<file path="config.mk">
export PLATFORM = sky130hd
export DESIGN_NAME = fetch_queue
export DESIGN_NICKNAME = d
export VERILOG_FILES = /design/src/rtl/fetch_queue.sv
export SDC_FILE = /design/constraint.sdc
export NUM_CORES = 1
export LEC_CHECK = 0
export CORE_UTILIZATION = 35
export DETAILED_ROUTE_END_ITERATION = 16
export GPL_TIMING_DRIVEN = 0
export HOLD_SLACK_MARGIN = 0.15
export PLACE_DENSITY = 0.64
export SLEW_MARGIN = 20
export SYNTH_ARGS = -nofsm -noshare
export SYNTH_HDL_FRONTEND = slang
export SYNTH_SLANG_ARGS = --single-unit
</file>
<file path="constraint.sdc">
create_clock -name clock -period 6.1 [get_ports clock]
set_input_delay 0.61 -clock clock [delete_from_list [all_inputs] [get_ports clock]]
set_output_delay 0.61 -clock clock [all_outputs]
set_load 0.005 [all_outputs]
</file>
<file path="src/rtl/fetch_queue.sv">
// Instruction fetch queue: issues sequential fetches under a credit limit and buffers
// in-order responses for decode. Optional macro: FETCH_MISALIGN_CHECK_EN.
module fetch_queue #(
    parameter int unsigned        BITSIZE  = 32,
    parameter int unsigned        DEPTH    = 4,
    parameter logic [BITSIZE-1:0] RESET_PC = 32'h0000_0000
) (
    input  logic                         clock,
    input  logic                         reset,
    output logic                         imem_req_valid,
    input  logic                         imem_req_ready,
    output logic [BITSIZE-1:0]           imem_req_addr,
    input  logic                         imem_resp_valid,
    input  logic [31:0]                  imem_resp_data,
    input  logic                         redirect,
    input  logic [BITSIZE-1:0]           redirect_pc,
    output logic                         ins_valid,
    input  logic                         ins_ready,
    output logic [31:0]                  ins_data,
    output logic [BITSIZE-1:0]           ins_pc,
    output logic [$clog2(DEPTH):0]       occupancy,
    output logic                         misalign
);
    localparam int unsigned PW = $clog2(DEPTH);
    localparam int unsigned CW = PW + 1;

    typedef struct packed {
        logic [BITSIZE-1:0] pc;
        logic [31:0]        ins;
    } entry_t;

    entry_t             mem_q [DEPTH];
    logic [BITSIZE-1:0] fetch_pc_q, fetch_pc_d;
    logic [BITSIZE-1:0] resp_pc_q, resp_pc_d;
    logic [CW-1:0]      outstanding_q, outstanding_d;
    logic [CW-1:0]      discard_q, discard_d;
    logic [CW-1:0]      count_q, count_d;
    logic [PW-1:0]      head_q, head_d;
    logic [PW-1:0]      tail_q, tail_d;
    logic               misalign_q, misalign_d;

    logic [BITSIZE-1:0] redir_pc;
    logic               redir_mis;
    logic [CW:0]        credit_used;
    logic               accept, resp_take, push, pop;

`ifdef FETCH_MISALIGN_CHECK_EN
    assign redir_pc  = redirect_pc;
    assign redir_mis = |redirect_pc[1:0];
`else
    assign redir_pc  = redirect_pc & ~BITSIZE'(3);
    assign redir_mis = 1'b0;
`endif

    // Buffered entries plus in-flight requests (including ones to be discarded)
    // never exceed DEPTH, so a response always finds a free slot.
    assign credit_used    = {1'b0, count_q} + {1'b0, outstanding_q};
    assign imem_req_valid = !redirect && !misalign_q && (credit_used < (CW+1)'(DEPTH));
    assign imem_req_addr  = fetch_pc_q;

    assign ins_valid = (count_q != '0);
    assign ins_data  = mem_q[head_q].ins;
    assign ins_pc    = mem_q[head_q].pc;
    assign occupancy = count_q;
    assign misalign  = misalign_q;

    assign accept    = imem_req_valid && imem_req_ready;
    assign resp_take = imem_resp_valid && (outstanding_q != '0);
    assign push      = resp_take && (discard_q == '0) && !redirect;
    assign pop       = ins_valid && ins_ready && !redirect;

    always_comb begin
        fetch_pc_d    = fetch_pc_q;
        resp_pc_d     = resp_pc_q;
        outstanding_d = outstanding_q;
        discard_d     = discard_q;
        count_d       = count_q;
        head_d        = head_q;
        tail_d        = tail_q;
        misalign_d    = misalign_q;

        if (redirect) begin
            // Everything still in flight, minus a response landing this cycle, is stale.
            fetch_pc_d    = redir_pc;
            resp_pc_d     = redir_pc;
            outstanding_d = outstanding_q - CW'(resp_take);
            discard_d     = outstanding_q - CW'(resp_take);
            count_d       = '0;
            head_d        = '0;
            tail_d        = '0;
            misalign_d    = redir_mis;
        end else begin
            if (accept) begin
                fetch_pc_d = fetch_pc_q + BITSIZE'(4);
            end
            outstanding_d = outstanding_q + CW'(accept) - CW'(resp_take);
            if (resp_take && (discard_q != '0)) begin
                discard_d = discard_q - CW'(1);
            end
            if (push) begin
                tail_d    = tail_q + PW'(1);
                resp_pc_d = resp_pc_q + BITSIZE'(4);
            end
            if (pop) begin
                head_d = head_q + PW'(1);
            end
            count_d = count_q + CW'(push) - CW'(pop);
        end
    end

    always_ff @(posedge clock) begin
        if (reset) begin
            fetch_pc_q    <= RESET_PC;
            resp_pc_q     <= RESET_PC;
            outstanding_q <= '0;
            discard_q     <= '0;
            count_q       <= '0;
            head_q        <= '0;
            tail_q        <= '0;
            misalign_q    <= 1'b0;
        end else begin
            fetch_pc_q    <= fetch_pc_d;
            resp_pc_q     <= resp_pc_d;
            outstanding_q <= outstanding_d;
            discard_q     <= discard_d;
            count_q       <= count_d;
            head_q        <= head_d;
            tail_q        <= tail_d;
            misalign_q    <= misalign_d;
        end
    end

    always_ff @(posedge clock) begin
        if (push) begin
            mem_q[tail_q] <= '{pc: resp_pc_q, ins: imem_resp_data};
        end
    end
endmodule
</file>
==> results of run 1 <==
-- where the power goes --
group | switching, mW | leakage (nW) | internal, mW | total (mW)
sequential | 0.0782 | 2.87 | 2.48 | 2.56
combinational | 0.246 | 2.04 | 0.285 | 0.531
clock | 0.839 | 0.560 | 1.27 | 2.11
total | 1.16 | 5.47 | 4.04 | 5.20
-- sequential cells by signal (all words and copies together) (netlist names), named ones only --
register and cells:
tail_q 2, mem_q 248, imem_req_addr 30, resp_pc_q 30, occupancy 3, discard_q 3
head_q 2, outstanding_q 3
-- logic make-up (layout without fill, tap and decap cells) --
group	count (synthesis)	after routing
adder cells (fa/ha/maj)	18	18
XOR/XNOR	57	57
flip-flops	323	323
other	1	5
AO/OA/AOI/OAI	106	106
multiplexers	65	65
buffers and inverters	78	309
AND/OR/NAND/NOR	166	166
-- per-stage QoR --
stage | cell area (um^2) | util | power, mW
after CTS | 16600 | 0.451 | 5.26
final | 16600 | 0.451 | 5.20
after global routing | 16600 | 0.451 | 5.40
after floorplan | 13100 | - | 2.85
after global placement | 15300 | 0.417 | 3.12
after detailed placement | 15400 | 0.420 | 3.14
-- worst max-delay path, delay by kind of cell, from the launching register on --
kind                   cells  cell delay [ns]
DFF                        1             0.30
muxes                      1             0.59
buffers and inverters      3             1.73
-- worst paths after layout --
path                    startpoint                to  depth (start not counted)  slack (ns)
setup / recovery         flip-flop        ins_pc[10]                          4        2.37
hold / removal           tail_q[1]         tail_q[1]                          2        0.51
setup reg to reg  outstanding_q[2]  outstanding_q[2]                         12        2.77
hold reg to reg          tail_q[1]         tail_q[1]                          2        0.51
-- cell type report --
cell class	count	area, um^2	area share
tap	468	586	0.0354
clock inverter	18	171	0.0104
inverter	37	139	0.00839
clock buffer	45	987	0.0596
multi-input combinational	417	3830	0.231
sequential	323	8950	0.540
timing repair buffer	168	1720	0.104
buffer	41	174	0.0105
-- cells in the final DEF (no fill, tap or decap), types with 6 or more instances in the layout --
cell type / Yosys / routed
sky130_fd_sc_hd__clkdlybuf4s50_1: 0 / 164
sky130_fd_sc_hd__xor2_1: 42 / 42
sky130_fd_sc_hd__a21oi_1: 33 / 33
sky130_fd_sc_hd__clkbuf_1: 26 / 32
sky130_fd_sc_hd__dfxtp_1: 75 / 75
sky130_fd_sc_hd__nand3_1: 23 / 23
sky130_fd_sc_hd__clkbuf_16: 0 / 38
sky130_fd_sc_hd__nor3_1: 13 / 12
sky130_fd_sc_hd__buf_1: 9 / 9
sky130_fd_sc_hd__a31oi_1: 6 / 6
sky130_fd_sc_hd__mux4_2: 62 / 62
sky130_fd_sc_hd__and2_1: 7 / 7
sky130_fd_sc_hd__nand4_1: 24 / 24
sky130_fd_sc_hd__inv_1: 37 / 37
sky130_fd_sc_hd__nand2_1: 34 / 34
sky130_fd_sc_hd__nor2_1: 21 / 21
sky130_fd_sc_hd__xnor2_1: 15 / 15
sky130_fd_sc_hd__clkinv_1: 0 / 8
sky130_fd_sc_hd__ha_1: 16 / 16
sky130_fd_sc_hd__a21boi_0: 38 / 38
sky130_fd_sc_hd__edfxtp_1: 248 / 248
sky130_fd_sc_hd__and3_1: 21 / 17
-- per-layer routing --
layer  share of wire  GRT usage  vias to the layer above
met2            0.45      0.242                      238
met5               0          0                        -
met1            0.47      0.216                     3766
li1                -          -                     3547
met3           0.061     0.0314                       34
met4           0.016     0.0382                        0
==> metrics list, run 1 <==
* Instance count after placement with tap cells included: about 1500
- Row generation in the floorplan step produced 70 rows.
- The initial antenna violation count was 0.
- Dividing the final minimum period by the clock period gives 0.612.
* Yosys synthesis warning count: 0
- Clk root buf: sky130_fd_sc_hd__clkbuf_16
* CP endpoint kind: primary output
- Wire length of the first global-routing pass: 45000 um
- Average routed wire per standard cell: 19.0 um
- Of the post-synthesis cell area, the part taken by muxes is 0.109.
- After synthesis, the largest family of logic cells by area is multiplexers.
- Proportion of synthesized flip-flops having asynchronous set or reset: 0
- Final Net Count: 1112
* Final Slew Violations: 0
* Count of H-tree levels built during CTS: 2
- Cell variety after synth: 52
- Worst hold margin: 0.506 ns
* Total of cells resized after clock tree synthesis: 0
* Cts bufs inserted: 36
* Post-synth EDFFs: 248
- At the placement stage, the worst setup path has a slack of 1.89 ns.
- The repair_antennas step left the layout with diodes totalling 0.
* Fill cell instance count of the final layout: 3242
- Summed over all instances, the cell type with the most area after synthesis is sky130_fd_sc_hd__edfxtp_1.
- Maximum clock frequency: around 0.27 GHz
- Status: completed
- The area fraction in compound gates after synthesis is 0.0532.
* Critical path's slowest cell: sky130_fd_sc_hd__buf_1
- Of the total synthesized cell area, the portion taken by AND, OR, NAND and NOR gates is 0.0712.
- DRC violation count after routing: 0
- The routed design could run at a clock period as short as 3.73 ns.
* Transition time of the tightest slew-check pin: 0.943 ns
* Commonest register cell after synthesis: sky130_fd_sc_hd__edfxtp_1
* Worst hold path class: flip-flop to flip-flop
- Clock latency on the worst-skew pair, taken at its later pin, is between 0.5 and 0.6 ns.
- Total negative setup slack: 0 ns
- The die covers 0.0381 mm^2.
- For the worst setup path, the data required time is around 5.5 ns.
* Synth-to-Final Area Change: 26.9%
- Unrepaired setup endpoints after global routing: false
* Post-layout instance count excluding filler cells: 1517
- CP Class: flip-flop to primary output
- The worst-case IR drop observed on VDD is 0.171 mV.
- Starting density of the core: 0.356
- After clock tree synthesis, the setup repair step added 0 buffers.
- Max-cap violations in this run came to 0.
- RePlAce Congestion: 0.807
- Worst slew slack as a fraction of its limit: 0.366
- Before antenna repair, the detailed router went through 4 iterations.
- Dividing the synthesized area by the synthesized cell count gives roughly 16 um^2.
- Buffers inserted to repair hold after CTS numbered 0.
- DR iter-0 viols: 370
- Adder-cell share of the synthesized area: 0.0184
* Clock slew seen by the registers of the worst setup and hold paths: 0.06 ns
- Summed over all cells, the static leakage comes to approximately 5.5 nW.
- Setup slack on the critical path of the routed design comes to roughly 2.4 ns.
- Final count of negative-setup-slack endpoints: 0
- Boundary pin count: 172
- The via count of the first global-routing pass came to roughly 7800.
* Share of cells above drive strength 1: 0.125
- Largest net degree at the start of global routing: 34
- The die is a little under 200 um wide.
- Post-synthesis cell area: about 0.013 mm^2
- The clock passes through at most 3 buffers.
* HPWL Detailed: just under 20000 um
- TritonCTS built the clock tree.
* Clock sink total: approximately 320
* PortBufs: 164
* Gate Count Post-Synth: between 800 and 900
- The synthesized design contains 323 register bits.
- Series of cell instances along the critical path: clkbuf_1, buf_1, mux4_2, clkdlybuf4s50_1
* Overflow left after global routing: 0
- Via density: 5.00
* Core area: 0.0367 mm^2
- sky130_fd_sc_hd__edfxtp_1 is the most common cell in the netlist.
- Global routing usage summed across all routing layers: 0.153
- Largest cells by area after synthesis: sky130_fd_sc_hd__edfxtp_1, sky130_fd_sc_hd__dfxtp_1, sky130_fd_sc_hd__mux4_2, sky130_fd_sc_hd__xor2_1, sky130_fd_sc_hd__a21boi_0
* Residual antenna-violating net count after detailed routing: 0
- For this block, the routed nets add up to 28800 um of wire.
- For this run, the register share of the synthesized area comes to 0.685.
- In this run the worst path has a maximum fanout of 10.
- Arrival time worst endpoint: 3.12 ns
* Via total after detailed routing: ~7600
* Worst setup SP type: flip-flop
- Share of the synthesized area in the top cell type: 0.570
- Setup Skew: 0.0238 ns
- For this design the ratio of total power to cell area is 314 mW/mm^2.
- Peak per-stage delay on the critical path: 0.72 ns
- Of the total synthesized cell area, the portion taken by XOR and XNOR cells is 0.0382.
- The final-report hold violation count came to 0.
* Commonest cells in the netlist: sky130_fd_sc_hd__edfxtp_1, sky130_fd_sc_hd__dfxtp_1, sky130_fd_sc_hd__mux4_2
- Vertical die dimension: 195 um
Power figures use the tool's default switching activity.
==> inputs of run 2 (changes only) <==
==> constraint.sdc (replaced) <==
create_clock -name clock -period 3.5 [get_ports clock]
set_input_delay 0.35 -clock clock [delete_from_list [all_inputs] [get_ports clock]]
set_output_delay 0.35 -clock clock [all_outputs]
set_load 0.005 [all_outputs]
==> metrics list, run 2 (synthesis gave the netlist of run 1 again) <==
- The flow ran to the end, and the final reports show no timing, DRC or antenna violations.
* Arrival time worst endpoint: 3.64 ns (+0.52 ns)
- The worst hold margin was 0.474 ns (-0.0324 ns).
- The required arrival time at the worst endpoint was 3.90 ns (-1.59 ns).
- The chip height was 195 um (unchanged).
* Synth-to-Final Area Change: 27.0%
* Worst-path fanout max: 10 (unchanged)
* DRC violation count after routing: 0 (unchanged)
* Routed wire length: 28900 um (+0.13%)
- Smallest setup slack after layout: 0.251 ns (-2.11 ns)
- The number of DRC violations after detailed-routing iteration 0 is 352 (-4.9%).
- Top reg by flops: mem_q
- Core area: 0.0367 mm^2 (unchanged)
- Via total after detailed routing: 7538 (-0.62%)
- Worst setup slack after placement: -0.453 ns (-2.34 ns)
- Commonest cells after routing, fill and taps aside: sky130_fd_sc_hd__edfxtp_1, sky130_fd_sc_hd__clkdlybuf4s50_1, sky130_fd_sc_hd__dfxtp_1, sky130_fd_sc_hd__mux4_2, sky130_fd_sc_hd__xor2_1
- The library cell used most frequently in the layout, excluding fill and tap cells, is sky130_fd_sc_hd__edfxtp_1.
- The total net switching power came to 2.03 mW (+74%).
- In this run the clock root is driven by a sky130_fd_sc_hd__clkbuf_16.
- The ratio of total power to cell area is 547 mW/mm^2 (+74%).
- Unrepaired setup endpoints after global routing: false
- Cts bufs inserted: 36 (unchanged)
- The initial antenna violation count is 0 (unchanged).
- Post-route cell area: 0.0166 mm^2 (+0.12%)
- The die area is 0.0381 mm^2 (unchanged).
- The clock period could shrink to ~3.2 ns.
- Worst hold path class: input pin to flip-flop
* Seq pwr share: 0.492 (about the same)
- The horizontal die dimension is 195 um (unchanged).
- Largest net degree at the start of global routing: 34 (unchanged)
- The global routing met2 resource utilization came to 0.242 (about the same).
* Total of cells resized after clock tree synthesis: 4 (+4)
- The detailed-routing iteration count for the pre-antenna-repair pass came to 4 (unchanged).
- STA classifies the critical path endpoint as a flip-flop.
- The number of max-slew violations in the final report is 0 (unchanged).
* Global routing usage summed across all routing layers: 0.153 (about the same)
* RePlAce Congestion: 0.807 (unchanged)
- The final setup violation count was 0 (unchanged).
* Starting density of the core: 0.356 (unchanged)
- Met3 track demand over resource: 0.0314 (unchanged)
* Overflow left after global routing: 0 (unchanged)
- The worst setup path is launched from an input pin.
* Clock sink total: 323 (unchanged)
- The diode insertion count for antenna repair is 0 (unchanged).
* Number of max-capacitance violations reported: 0 (unchanged)
- The clock input transition at the sequential cells of the worst setup and hold paths was 0.06 ns (about the same).
* Share of cells above drive strength 1: 0.133 (+0.00775)
* Final hold vios: 0 (unchanged)
- Total power after layout: 9.06 mW (+74%)
* Switch share: 0.224 (about the same)
* HPWL Detailed: 19600 um (unchanged)
- Number of core rows: 70 (unchanged)
* Wire length of the first global-routing pass: 45000 um (about the same)
- The via count of the first global-routing pass is 7837 (-0.077%).
- The buffer depth of the longest clock path came to 3 (unchanged).
* Final Net Count: 1111 (-0.090%)
- The area after detailed placement was 0.0154 mm^2 (unchanged).
- Count of H-tree levels built during CTS: 2 (unchanged)
- Clock power frac: 0.406 (about the same)
* Worst slew slack as a fraction of its limit: 0.354 (-0.0121)
- TritonCTS built the clock tree.
- The global routing usage on met1 was 0.216 (about the same).
* Most utilized layer in the global route result: met2
- Residual antenna-violating net count after detailed routing: 0 (unchanged)
* Via density: 4.97 (-0.55%)
- The combinational power share is 0.102 (about the same).
- The clock latency of the later-clocked register in the worst-skew pair came to 0.52 ns (about the same).
- The slew at the pin closest to its max-slew limit was 0.961 ns (+0.0180 ns).
* Hold-fix buffers at CTS: 0 (unchanged)
- The total of buffers placed on input and output ports is 164 (unchanged).
- Internal power: 7.04 mW (+74%)
- The maximum clock skew at final layout was 0.0234 ns (-0.000412 ns).
* Maximum vdd ir drop: 0.298 mV (+75%)
- Share of the core filled with cells in the final layout: 0.452 (+0.000545)
* Average routed wire per standard cell: 19.1 um (+0.20%)
- Pleak: 5.49 nW (+0.38%)
- CP Class: input pin to flip-flop
- Post-CTS setup-driven buffer insertion count: 0 (unchanged)
* Share of the clock period used by the worst path after layout: 0.928
* Max reg flops: 248 (unchanged)
- Derived from the worst setup path, the maximum achievable clock frequency is 0.308 GHz.
- Boundary pin count: 172 (unchanged)
## run 2: changes by cell type in the layout (fill, tap and decap cells not counted), sizes merged
cell,delta
clkbuf,+3
clkdlybuf4s15,+2
buf,-6
## run 2: power groups by stage
stage	logic, mW	clock network, mW	registers (mW)
CTS	0.938	3.77	4.46
global placement	0.903	0	4.54
detailed placement	0.932	0	4.54
global route	1.02	3.90	4.48
floorplan	0.467	0	4.50
finish	0.924	3.68	4.46
## run 2: layer usage
layer,wire (um),vias up,part of all wire
met5,0,-,0
met4,501,0,0.017
met3,1610,35,0.056
met2,13000,228,0.45
met1,13700,3730,0.48
li1,-,3545,-
## run 2: cell type report
cell class	count	area, um^2
buffer	40	191
clock buffer	45	987
clock inverter	18	171
fill	3242	20100
inverter	37	139
multi-input combinational	417	3840
sequential	323	8950
tap	468	586
timing repair buffer	168	1720
## run 2: path summary, 6_finish.rpt
path,start,end,slack (ns),cells past startpoint
worst max-delay path,redirect,outstanding_q[2],0.25,14
worst min-delay path,imem_resp_data[18],mem_q[1][18],0.47,1
worst max register to register,outstanding_q[2],outstanding_q[2],0.32,12
worst min register to register,tail_q[1],tail_q[1],0.51,2
## run 2: stage by stage
stage	setup TNS [ns]	std cells
after floorplan	0	818
after global placement	-466.31	1450
after detailed placement	-0.935	1454
after CTS	-3.45	1517
after global routing	0	1516
final	0	1516
## run 2: critical path, stage by stage
cell and delay, ns:
sky130_fd_sc_hd__clkdlybuf4s50_1 0.42, sky130_fd_sc_hd__clkbuf_1 0.27, sky130_fd_sc_hd__inv_1 0.30, sky130_fd_sc_hd__clkbuf_1 0.42, sky130_fd_sc_hd__clkbuf_2 0.37, sky130_fd_sc_hd__nand2_1 0.09
sky130_fd_sc_hd__ha_1 0.28, sky130_fd_sc_hd__inv_1 0.04, sky130_fd_sc_hd__ha_1 0.19, sky130_fd_sc_hd__fa_1 0.38, sky130_fd_sc_hd__xor2_1 0.15, sky130_fd_sc_hd__o21ai_0 0.20
sky130_fd_sc_hd__xnor2_1 0.16, sky130_fd_sc_hd__nor2_1 0.05
==> inputs of run 3 (changes only) <==
--- a/config.mk
+++ b/config.mk
@@ -6,6 +6,7 @@
 export NUM_CORES = 1
 export LEC_CHECK = 0
 export CORE_UTILIZATION = 35
+export CTS_CLUSTER_SIZE = 12
 export DETAILED_ROUTE_END_ITERATION = 16
 export GPL_TIMING_DRIVEN = 0
 export HOLD_SLACK_MARGIN = 0.15
==> metrics list, run 3 (synthesis gave the netlist of run 1 again) <==
- Share of power burned in combinational logic: 0.102 (about the same)
* Number of max-capacitance violations reported: 0 (unchanged)
- Crit path time final: 3.26 ns (+0.00630 ns)
- The residual antenna-violating net count after detailed routing was 0 (unchanged).
- The critical path depth came to 14 (unchanged).
- Worst slew slack as a fraction of its limit: 0.361 (+0.00711)
* Count of H-tree levels built during CTS: 2 (unchanged)
- The per-cell via count in the routed design came to 4.99 (+0.42%).
* Share of cells above drive strength 1: 0.131 (-0.00191)
* Worst setup SP type: input pin
- Pleak: 5.49 nW (about the same)
- The number of clock sinks is 323 (unchanged).
- The number of vias after detailed routing is 7570 (+0.42%).
- The horizontal die dimension was 195 um (unchanged).
- The total negative slack was 0 ns (unchanged).
* Maximum vdd ir drop: 0.293 mV (-1.9%)
- The row count was 70 (unchanged).
- Worst setup slack after placement: -0.453 ns (unchanged)
- Average routed wire per standard cell: 19.0 um (-0.18%)
- The number of cells on the worst hold path came to 1 (unchanged).
* Overflow left after global routing: 0 (unchanged)
- The critical path buffer and inverter count was 6 (unchanged).
- Routed wire length: 28800 um (-0.18%)
- Power density normalized to cell area: 547 mW/mm^2 (+0.12%)
- The flip-flop count of the largest register after layout came to 248 (unchanged).
* Peak per-stage delay on the critical path: 0.42 ns (about the same)
- The critical path data arrival time came to 3.65 ns (about the same).
* Internal power: 7.06 mW (+0.38%)
- The clock latency of the later-clocked register in the worst-skew pair was 0.52 ns (about the same).
- The switching share of total power is 0.222 (-0.00182).
- Clock power frac: 0.407 (about the same)
- On the critical path, the stage with the largest delay is an instance of sky130_fd_sc_hd__clkdlybuf4s50_1.
* Share of the core filled with cells in the final layout: 0.452 (about the same)
- Final hold vios: 0 (unchanged)
* Final Net Count: 1111 (unchanged)
- Max Buffers Root-to-Sink: 3 (unchanged)
- Cell count of the worst reg-to-reg path: 12 (unchanged)
- The HPWL reported at the end of detailed placement came to 19600 um (unchanged).
- Top reg by flops: mem_q
- Transition time of the tightest slew-check pin: 0.951 ns (-0.0106 ns)
* Post-CTS setup-driven buffer insertion count: 0 (unchanged)
- The global-route wire length before repair is 44800 um (-0.55%).
- The DRC violations left came to 0 (unchanged).
- CP Class: input pin to flip-flop
* Net switching component of the power: 2.01 mW (-0.67%)
- Series of cell instances along the critical path: clkdlybuf4s50_1, clkbuf_1, inv_1, clkbuf_1, clkbuf_2, nand2_1, ha_1, inv_1, ha_1, fa_1, xor2_1, o21ai_0, xnor2_1, nor2_1
- Clk root buf: sky130_fd_sc_hd__clkbuf_16
- Worst-path fanout max: 10 (unchanged)
- The worst hold path belongs to the class input pin to flip-flop.
* Cts bufs inserted: 36 (unchanged)
- The die area is 0.0381 mm^2 (unchanged).
- The number of ports placed on the die boundary came to 172 (unchanged).
- The number of DRC violations after detailed-routing iteration 0 came to 382 (+8.5%).
- PortBufs: 164 (unchanged)
* Starting density of the core: 0.356 (unchanged)
* Commonest cells after routing, fill and taps aside: sky130_fd_sc_hd__edfxtp_1, sky130_fd_sc_hd__clkdlybuf4s50_1, sky130_fd_sc_hd__dfxtp_1, sky130_fd_sc_hd__mux4_2, sky130_fd_sc_hd__xor2_1
- Unrepaired setup endpoints after global routing: false
- RePlAce Congestion: 0.807 (unchanged)
* # diodes: 0 (unchanged)
* Largest net degree at the start of global routing: 34 (unchanged)
* Most common cell after layout, fill and taps aside: sky130_fd_sc_hd__edfxtp_1
- Clock slew seen by the registers of the worst setup and hold paths: 0.06 ns (about the same)
- The flow ran to the end, and the final reports show no timing, DRC or antenna violations.
- Global routing usage summed across all routing layers: 0.152 (-0.000895)
- Antenna violations before repair: 0 (unchanged)
* Worst hold margin: 0.476 ns (+0.00249 ns)
* Vias in the first global route: 7806 (-0.40%)
* Vertical die dimension: 195 um (unchanged)
- Final count of negative-setup-slack endpoints: 0 (unchanged)
* Setup Skew: 0.0237 ns (+0.000346 ns)
- The proportion of power drawn by flip-flops and latches is 0.491 (about the same).
- The relative area change from synthesis to final layout is 27.0% (about the same).
- The worst-case setup margin in the final layout was 0.245 ns (-0.00630 ns).
- Share of the clock period used by the worst path after layout: 0.930 (+0.00180)
* Cell type group with the largest total delay on the critical path: buffers and inverters
- Clock tree from TritonCTS: built
* Required time reported for the critical path endpoint: 3.89 ns (about the same)
- Detailed Routing Iterations Pass 1: 5 (+1)
* CP endpoint kind: flip-flop
- The area of the placeable core is 0.0367 mm^2 (unchanged).
- Maximum clock frequency: 0.307 GHz (-0.19%)
* Final Slew Violations: 0 (unchanged)
[run 3: stage by stage]
| step | cells | power [mW] | instance area, um^2 |
|---|---|---|---|
| 4_1_cts | 1517 | 9.17 | 16600 |
| 6_report | 1516 | 9.08 | 16600 |
| 2_1_floorplan | 818 | 4.97 | 13100 |
| 5_1_grt | 1516 | 9.40 | 16600 |
| 3_3_place_gp | 1450 | 5.44 | 15300 |
| 3_5_place_dp | 1454 | 5.47 | 15400 |
[run 3: timing repair]
action | CTS | global route
resized for setup | 4 | 11
hold buffers | 0 | 0
setup endpoints to repair | 60 | 42
[run 3: power groups by stage]
stage / Clock (mW) / Combinational [mW] / Sequential (mW)
final: 3.69 / 0.924 / 4.46
after detailed placement: 0 / 0.932 / 4.54
after floorplan: 0 / 0.467 / 4.50
after global placement: 0 / 0.903 / 4.54
after global routing: 3.90 / 1.02 / 4.48
after CTS: 3.77 / 0.938 / 4.46
[run 3: worst paths after layout]
check | end | startpoint | slack, ns
hold reg to reg | tail_q[1] | tail_q[1] | 0.51
hold / removal | mem_q[1][18] | imem_resp_data[18] | 0.48
setup reg to reg | outstanding_q[2] | outstanding_q[2] | 0.31
setup / recovery | outstanding_q[2] | redirect | 0.24
[run 3: area by class of cell]
type                            instances  area, um^2
Fill cell                            3233       20100
Sequential cell                       323        8950
Multi-Input combinational cell        417        3840
Timing Repair Buffer                  168        1720
Clock buffer                           49        1010
Tap cell                              468         586
Buffer                                 40         191
Clock inverter                         14         150
Inverter                               37         139
[run 3: layer usage]
metal / up-vias / wire, um / track usage / share of wire
met1: 3764 / 13800 / 0.216 / 0.48
met2: 228 / 13000 / 0.241 / 0.45
met5: - / 0 / 0 / 0
met4: 0 / 432 / 0.0370 / 0.015
met3: 30 / 1570 / 0.0290 / 0.054
li1: 3548 / - / - / -
[run 3: worst reg2reg max path, cell delays in order, from the launching register on]
cell and delay (ns):
sky130_fd_sc_hd__dfxtp_1 0.44, sky130_fd_sc_hd__ha_1 0.28, sky130_fd_sc_hd__or4b_4 0.57, sky130_fd_sc_hd__nor2_2 0.24
sky130_fd_sc_hd__nand2_1 0.09, sky130_fd_sc_hd__ha_1 0.28, sky130_fd_sc_hd__inv_1 0.04, sky130_fd_sc_hd__ha_1 0.19
sky130_fd_sc_hd__fa_1 0.38, sky130_fd_sc_hd__xor2_1 0.15, sky130_fd_sc_hd__o21ai_0 0.20, sky130_fd_sc_hd__xnor2_1 0.16
sky130_fd_sc_hd__nor2_1 0.05
